==> src/rtl/video_timing_gen.sv <==
// video_timing_gen: runtime-reprogrammable video timing generator.
// Produces sync, data-enable, raw counters, active coordinates and line/frame
// strobes. New timing is staged in a pending register and only becomes active
// on a frame boundary (or at once while idle), so frames are never torn.
module video_timing_gen #(
   parameter int unsigned CNT_W    = 12,
   parameter int unsigned H_ACTIVE = 480,
   parameter int unsigned H_FP     = 2,
   parameter int unsigned H_SYNC   = 41,
   parameter int unsigned H_BP     = 2,
   parameter int unsigned V_ACTIVE = 272,
   parameter int unsigned V_FP     = 2,
   parameter int unsigned V_SYNC   = 10,
   parameter int unsigned V_BP     = 2,
   parameter bit          HS_POL   = 1'b0,
   parameter bit          VS_POL   = 1'b0
) (
   input  logic             clk,
   input  logic             rst,
   input  logic             en,
   input  logic [CNT_W-1:0] cfg_h_active,
   input  logic [CNT_W-1:0] cfg_h_fp,
   input  logic [CNT_W-1:0] cfg_h_sync,
   input  logic [CNT_W-1:0] cfg_h_bp,
   input  logic [CNT_W-1:0] cfg_v_active,
   input  logic [CNT_W-1:0] cfg_v_fp,
   input  logic [CNT_W-1:0] cfg_v_sync,
   input  logic [CNT_W-1:0] cfg_v_bp,
   input  logic             cfg_hs_pol,
   input  logic             cfg_vs_pol,
   input  logic             cfg_valid,
   output logic             cfg_ready,
   output logic             cfg_err,
   output logic             hs,
   output logic             vs,
   output logic             de,
   output logic [CNT_W-1:0] h_cnt,
   output logic [CNT_W-1:0] v_cnt,
   output logic [CNT_W-1:0] active_x,
   output logic [CNT_W-1:0] active_y,
   output logic             line_start,
   output logic             frame_start
);

   // Sums of four CNT_W fields need two extra bits to never overflow.
   localparam int unsigned   SW      = CNT_W + 2;
   localparam logic [SW-1:0] MAX_TOT = SW'(1) << CNT_W;

   localparam logic [0:0] S_IDLE = 1'b0;
   localparam logic [0:0] S_RUN  = 1'b1;

   typedef struct packed {
      logic [CNT_W-1:0] h_act;
      logic [CNT_W-1:0] h_fp;
      logic [CNT_W-1:0] h_sync;
      logic [CNT_W-1:0] h_bp;
      logic [CNT_W-1:0] v_act;
      logic [CNT_W-1:0] v_fp;
      logic [CNT_W-1:0] v_sync;
      logic [CNT_W-1:0] v_bp;
      logic             hs_pol;
      logic             vs_pol;
   } cfg_t;

   localparam cfg_t CFG_DEFAULT = '{
      h_act:  CNT_W'(H_ACTIVE), h_fp: CNT_W'(H_FP),
      h_sync: CNT_W'(H_SYNC),   h_bp: CNT_W'(H_BP),
      v_act:  CNT_W'(V_ACTIVE), v_fp: CNT_W'(V_FP),
      v_sync: CNT_W'(V_SYNC),   v_bp: CNT_W'(V_BP),
      hs_pol: HS_POL,           vs_pol: VS_POL
   };

   function automatic logic [SW-1:0] tot4(input logic [CNT_W-1:0] a, b, c, d);
      return SW'(a) + SW'(b) + SW'(c) + SW'(d);
   endfunction

   logic [0:0]       r_state;
   cfg_t             r_act;
   cfg_t             r_pend_cfg;
   logic             r_pend;
   logic             r_err;
   logic [CNT_W-1:0] r_h;
   logic [CNT_W-1:0] r_v;
   logic             r_hs;
   logic             r_vs;
   logic             r_de;
   logic [CNT_W-1:0] r_ax;
   logic [CNT_W-1:0] r_ay;
   logic             r_ls;
   logic             r_fs;

   cfg_t             w_in;
   logic [SW-1:0]    w_in_htot;
   logic [SW-1:0]    w_in_vtot;
   logic             w_in_ok;
   logic             w_capture;
   logic [SW-1:0]    w_htot;
   logic [SW-1:0]    w_vtot;
   logic             w_h_last;
   logic             w_v_last;
   logic             w_apply;
   logic [0:0]       w_state_n;
   logic [CNT_W-1:0] w_h_n;
   logic [CNT_W-1:0] w_v_n;
   logic             w_run_n;
   logic [CNT_W-1:0] w_e_hsync;
   logic [CNT_W-1:0] w_e_hbp;
   logic [CNT_W-1:0] w_e_hact;
   logic [CNT_W-1:0] w_e_vsync;
   logic [CNT_W-1:0] w_e_vbp;
   logic [CNT_W-1:0] w_e_vact;
   logic             w_e_hpol;
   logic             w_e_vpol;
   logic [SW-1:0]    w_hx;
   logic [SW-1:0]    w_vx;
   logic [SW-1:0]    w_h_lo;
   logic [SW-1:0]    w_h_hi;
   logic [SW-1:0]    w_v_lo;
   logic [SW-1:0]    w_v_hi;
   logic             w_de_n;

   // Incoming configuration and its validity check at capture time.
   assign w_in = '{
      h_act:  cfg_h_active, h_fp: cfg_h_fp, h_sync: cfg_h_sync, h_bp: cfg_h_bp,
      v_act:  cfg_v_active, v_fp: cfg_v_fp, v_sync: cfg_v_sync, v_bp: cfg_v_bp,
      hs_pol: cfg_hs_pol,   vs_pol: cfg_vs_pol
   };
   assign w_in_htot = tot4(w_in.h_sync, w_in.h_bp, w_in.h_act, w_in.h_fp);
   assign w_in_vtot = tot4(w_in.v_sync, w_in.v_bp, w_in.v_act, w_in.v_fp);
   assign w_in_ok   = (w_in.h_act != '0) && (w_in.h_sync != '0) &&
                      (w_in.v_act != '0) && (w_in.v_sync != '0) &&
                      (w_in_htot <= MAX_TOT) && (w_in_vtot <= MAX_TOT);
   assign w_capture = cfg_valid && !r_pend;
   assign cfg_ready = !r_pend;

   // Frame-end detection against the currently active timing.
   assign w_htot   = tot4(r_act.h_sync, r_act.h_bp, r_act.h_act, r_act.h_fp);
   assign w_vtot   = tot4(r_act.v_sync, r_act.v_bp, r_act.v_act, r_act.v_fp);
   assign w_h_last = (SW'(r_h) == w_htot - SW'(1));
   assign w_v_last = (SW'(r_v) == w_vtot - SW'(1));
   assign w_apply  = r_pend && ((r_state == S_IDLE) || (w_h_last && w_v_last));

   // Next state and next counter values.
   always_comb begin
      w_state_n = r_state;
      w_h_n     = '0;
      w_v_n     = '0;
      if (r_state == S_RUN) begin
         if (!en) begin
            w_state_n = S_IDLE;
         end else if (w_h_last) begin
            w_v_n = w_v_last ? '0 : r_v + CNT_W'(1);
         end else begin
            w_h_n = r_h + CNT_W'(1);
            w_v_n = r_v;
         end
      end else if (en) begin
         w_state_n = S_RUN;
      end
   end

   // Outputs are decoded from the next counters so they register in step with
   // them; the timing used is the one in force for that next cycle, which is
   // the pending set when it is being applied on this edge.
   assign w_run_n   = (w_state_n == S_RUN);
   assign w_e_hsync = w_apply ? r_pend_cfg.h_sync : r_act.h_sync;
   assign w_e_hbp   = w_apply ? r_pend_cfg.h_bp   : r_act.h_bp;
   assign w_e_hact  = w_apply ? r_pend_cfg.h_act  : r_act.h_act;
   assign w_e_vsync = w_apply ? r_pend_cfg.v_sync : r_act.v_sync;
   assign w_e_vbp   = w_apply ? r_pend_cfg.v_bp   : r_act.v_bp;
   assign w_e_vact  = w_apply ? r_pend_cfg.v_act  : r_act.v_act;
   assign w_e_hpol  = w_apply ? r_pend_cfg.hs_pol : r_act.hs_pol;
   assign w_e_vpol  = w_apply ? r_pend_cfg.vs_pol : r_act.vs_pol;

   assign w_hx   = SW'(w_h_n);
   assign w_vx   = SW'(w_v_n);
   assign w_h_lo = SW'(w_e_hsync) + SW'(w_e_hbp);
   assign w_h_hi = w_h_lo + SW'(w_e_hact);
   assign w_v_lo = SW'(w_e_vsync) + SW'(w_e_vbp);
   assign w_v_hi = w_v_lo + SW'(w_e_vact);
   assign w_de_n = w_run_n && (w_hx >= w_h_lo) && (w_hx < w_h_hi) &&
                   (w_vx >= w_v_lo) && (w_vx < w_v_hi);

   // Active/pending configuration registers and the capture handshake.
   always_ff @(posedge clk) begin
      if (rst) begin
         r_act      <= CFG_DEFAULT;
         r_pend_cfg <= CFG_DEFAULT;
         r_pend     <= 1'b0;
         r_err      <= 1'b0;
      end else begin
         if (w_apply) begin
            r_act  <= r_pend_cfg;
            r_pend <= 1'b0;
         end
         if (w_capture && w_in_ok) begin
            r_pend_cfg <= w_in;
            r_pend     <= 1'b1;
         end
         r_err <= w_capture && !w_in_ok;
      end
   end

   // Run/idle state, counters and registered timing outputs.
   always_ff @(posedge clk) begin
      if (rst) begin
         r_state <= S_IDLE;
         r_h     <= '0;
         r_v     <= '0;
         r_hs    <= ~HS_POL;
         r_vs    <= ~VS_POL;
         r_de    <= 1'b0;
         r_ax    <= '0;
         r_ay    <= '0;
         r_ls    <= 1'b0;
         r_fs    <= 1'b0;
      end else begin
         r_state <= w_state_n;
         r_h     <= w_h_n;
         r_v     <= w_v_n;
         r_hs    <= (w_run_n && (w_hx < SW'(w_e_hsync))) ? w_e_hpol : ~w_e_hpol;
         r_vs    <= (w_run_n && (w_vx < SW'(w_e_vsync))) ? w_e_vpol : ~w_e_vpol;
         r_de    <= w_de_n;
         r_ax    <= w_de_n ? CNT_W'(w_hx - w_h_lo) : '0;
         r_ay    <= w_de_n ? CNT_W'(w_vx - w_v_lo) : '0;
         r_ls    <= w_run_n && (w_h_n == '0);
         r_fs    <= w_run_n && (w_h_n == '0) && (w_v_n == '0);
      end
   end

   assign cfg_err     = r_err;
   assign hs          = r_hs;
   assign vs          = r_vs;
   assign de          = r_de;
   assign h_cnt       = r_h;
   assign v_cnt       = r_v;
   assign active_x    = r_ax;
   assign active_y    = r_ay;
   assign line_start  = r_ls;
   assign frame_start = r_fs;

endmodule

==> config.mk <==
export PLATFORM = sky130hd
export DESIGN_NAME = video_timing_gen
export DESIGN_NICKNAME = d
export VERILOG_FILES = /design/src/rtl/video_timing_gen.sv
export SDC_FILE = /design/constraint.sdc
export NUM_CORES = 1
export LEC_CHECK = 0
export ABC_AREA = 1
export BUFFER_PORTS_ARGS = -buffer_cell sky130_fd_sc_hd__buf_2
export CAP_MARGIN = 20
export CORE_MARGIN = 5
export CORE_UTILIZATION = 45
export CTS_CLUSTER_SIZE = 25
export DETAILED_ROUTE_END_ITERATION = 8
export GPL_ROUTABILITY_DRIVEN = 1
export PLACE_DENSITY_LB_ADDON = 0.1
export SKIP_LAST_GASP = 1
export SLEW_MARGIN = 20
export SYNTH_ARGS = -nofsm -noshare
export SYNTH_HDL_FRONTEND = slang
export SYNTH_SLANG_ARGS = --single-unit
==> constraint.sdc <==
create_clock -name clk -period 21.5 [get_ports clk]
set_input_delay 0 -clock clk [delete_from_list [all_inputs] [get_ports clk]]
set_output_delay 0 -clock clk [all_outputs]
set_load 0.02 [all_outputs]
==> impl_metrics.ini <==
[run_status]
status = completed

[clock_network]
cts_sinks = 252
ctsResizeCount = 0
clockBufferDepth = 3
cts_root_buffer = clkbuf_16
cts-hold-fix-buffers = 101
post-cts-setup-buffer-count = 0
clk_pin_slew_ns = 0.06
clk_latency_ns = 0.57
cts_buffers = 29
h-tree-depth = 1
cts_tree = built

[logic_synthesis]
synthTopCellsByCount = inv_1, nand2_1, nor2_1
ys.flop_type = dfxtp_1
synth_top_area_cell = dfxtp_1
ys_seq_area_frac = 0.263
post_synth_main_area_contributors = dfxtp_1, ha_1, fa_1
ys_types = 53
synth_warnings = 0
ys_seq_elements = 252
synth_top_area_share = 0.263
synth_nets = 3002
netlist_area_mm2 = 0.0192
synthArstFlopShare = 0
yosys.cell_count.top_type = inv_1
synth_edf_count = 0
syn_inst = 2608
avgSynthCellArea_um2 = 7.36

[finish]
syn_to_final_growth_pct = 16.6
diodes = 0
drive_above_1_share = 0.117
final_core_util = 0.532
nets = 3230
fillers = 4093

[placement]
gp_congestion = 0.934
io_buffers = 156
hpwl_um = 45700

[route]
wl_met1_um = 29500
num_vias = 17442
dr_wl_met3_um = 3440
route.met2.wl_um = 22900
vias_per_cell = 5.14
ant_nets = 0
drt-wirelength-per-cell_um = 16.9
drt-total-wl_um = 57300
drt-initial-drc-count = 1233
top_layer_used = met5
drt_pass1_iterations = 6
drc = 0

[worst_setup_path]
required_ns = 21.98
arrival_ns = 10.28
cpPeakStageDelay_ns = 0.65
reg2reg_from = r_act[51]
crit_path_start = r_act[51]
critPathCaptureType = flip-flop
reg2reg_to = active_y[1]
cp_max_fo = 76
start_kind = flip-flop
reg2reg_slack_ns = 11.71
crit_top_cell = nand2_1
r2r_cells = 55
critical_path_class = reg -> reg
crit_slowest_cell = buf_4
crit_path_end = active_y[1]

[die]
fp.dieH_um = 217
row_count = 75
io_pins = 157
coreArea_mm2 = 0.0420
die_x_um = 217
initial_utilization = 0.457
die_area_mm2 = 0.0469

[grt]
globalRouteTotalUtil = 0.239
first_global_vias = 16798
grt_max_degree = 133
antenna_found_initial = 1
grt.overflow.total = 0
grt_pass1_wl_um = 90800

[sta]
finalSetupViolCount = 0
slew_violations = 0
final-hold-violation-count = 0
rsz0062_at_grt = no
skew_ns = 0.0226
period_needed_ns = 9.79
fin_tns_setup_ns = 0
tightest_slew_ns = 1.03
finalCritPeriodShare = 0.455
hold-worst-slack_ns = 0.211
relSlewSlack = 0.316
fmaxAchievable_mhz = 102

[flow_run]
max_cap_viol_count = 0

[min_path]
min_path_type = in -> reg
min-delay-start = cfg_vs_pol

[pwr]
peakVddDrop_v = 0.0000623
leakagePower_nw = 11.9
p_per_area_mw_per_mm2 = 92.0
-- where the power goes --
part	switching [W]	leakage (nW)	internal, W	total, W
Sequential	0.0000280	2.04	0.000508	0.000536
Clock	0.000202	0.471	0.000288	0.000490
Combinational	0.000646	9.40	0.000387	0.00103
-- cell usage in the layout, fill, tap and decap left out, drive strengths merged, types with 11 or more instances in the layout --
master	instances
nand4	28
nor3	27
a21oi	135
ha	192
nand3	141
nor4	18
or2	25
xnor2	39
dlygate4sd3	101
nand2	460
dfxtp	252
nor2	348
clkbuf	38
o21bai	14
xor2	61
fa	100
inv	448
o21ai	197
buf	166
clkinv	11
-- worst min-delay path by stage --
| stage | endpoint | cells after the start |
|---|---|---|
| 3_5_place_dp | r_pend_cfg[0] | 3 |
| 4_1_cts | r_pend_cfg[0] | 4 |
| 6_report | r_pend_cfg[0] | 4 |
| 5_1_grt | r_pend_cfg[0] | 4 |
| 2_1_floorplan | r_pend_cfg[15] | 2 |
| 3_3_place_gp | r_pend_cfg[0] | 3 |
-- state kept, by name, indices dropped and copies added (netlist names), 12 cells and up --
signal / flops
active_x: 12
active_y: 12
h_cnt: 12
r_act: 98
r_pend_cfg: 98
v_cnt: 12
-- metal layers --
layer  vias to the layer above  GRT usage
li1                       8740          -
met1                      8104      0.377
met2                       508      0.344
met3                        88     0.0285
met4                         2     0.0628
met5                         -          0
-- worst max-delay path, delay by kind of cell, from the launching register on --
family                     cells  cell delay [ns]
adders and majority gates      9             3.01
and+or+nand+nor               26             3.20
buffers and inverters         10             1.32
DFF                            1             0.30
AOI/OAI and AO/OA              8             1.48
xor gates and xnor gates       2             0.38
-- cell type report --
cell class | count | area (um2) | share of cell area
clock buffers | 38 | 810 | 0.0362
well taps | 539 | 674 | 0.0301
flip-flops and latches | 252 | 5040 | 0.225
multi-input cells | 1838 | 12200 | 0.543
repair buffers | 267 | 1870 | 0.0836
clock inverters | 14 | 134 | 0.00598
inverters | 448 | 1680 | 0.0752
-- metrics by stage --
step	worst slack, ns	area [um2]	total power (W)	instances
5_1_grt	10.62	22400	0.00223	3396
2_1_floorplan	13.11	19200	0.00129	2608
6_report	11.71	22400	0.00206	3396
4_1_cts	11.71	22400	0.00206	3396
3_5_place_dp	11.73	20400	0.00155	3243
3_3_place_gp	11.93	20400	0.00154	3243
-- cell families (layout without fill, tap and decap cells) --
group                      count (synthesis)  after routing  synth area share
muxes                                      3              3           0.00156
and+or+nand+nor                         1066           1066             0.251
buffers and inverters                    518            767             0.104
xor gates and xnor gates                 100            100            0.0456
DFF                                      252            252             0.263
AOI/OAI and AO/OA                        377            377             0.106
adders and majority gates                292            292             0.229
Power figures use the tool's default switching activity.
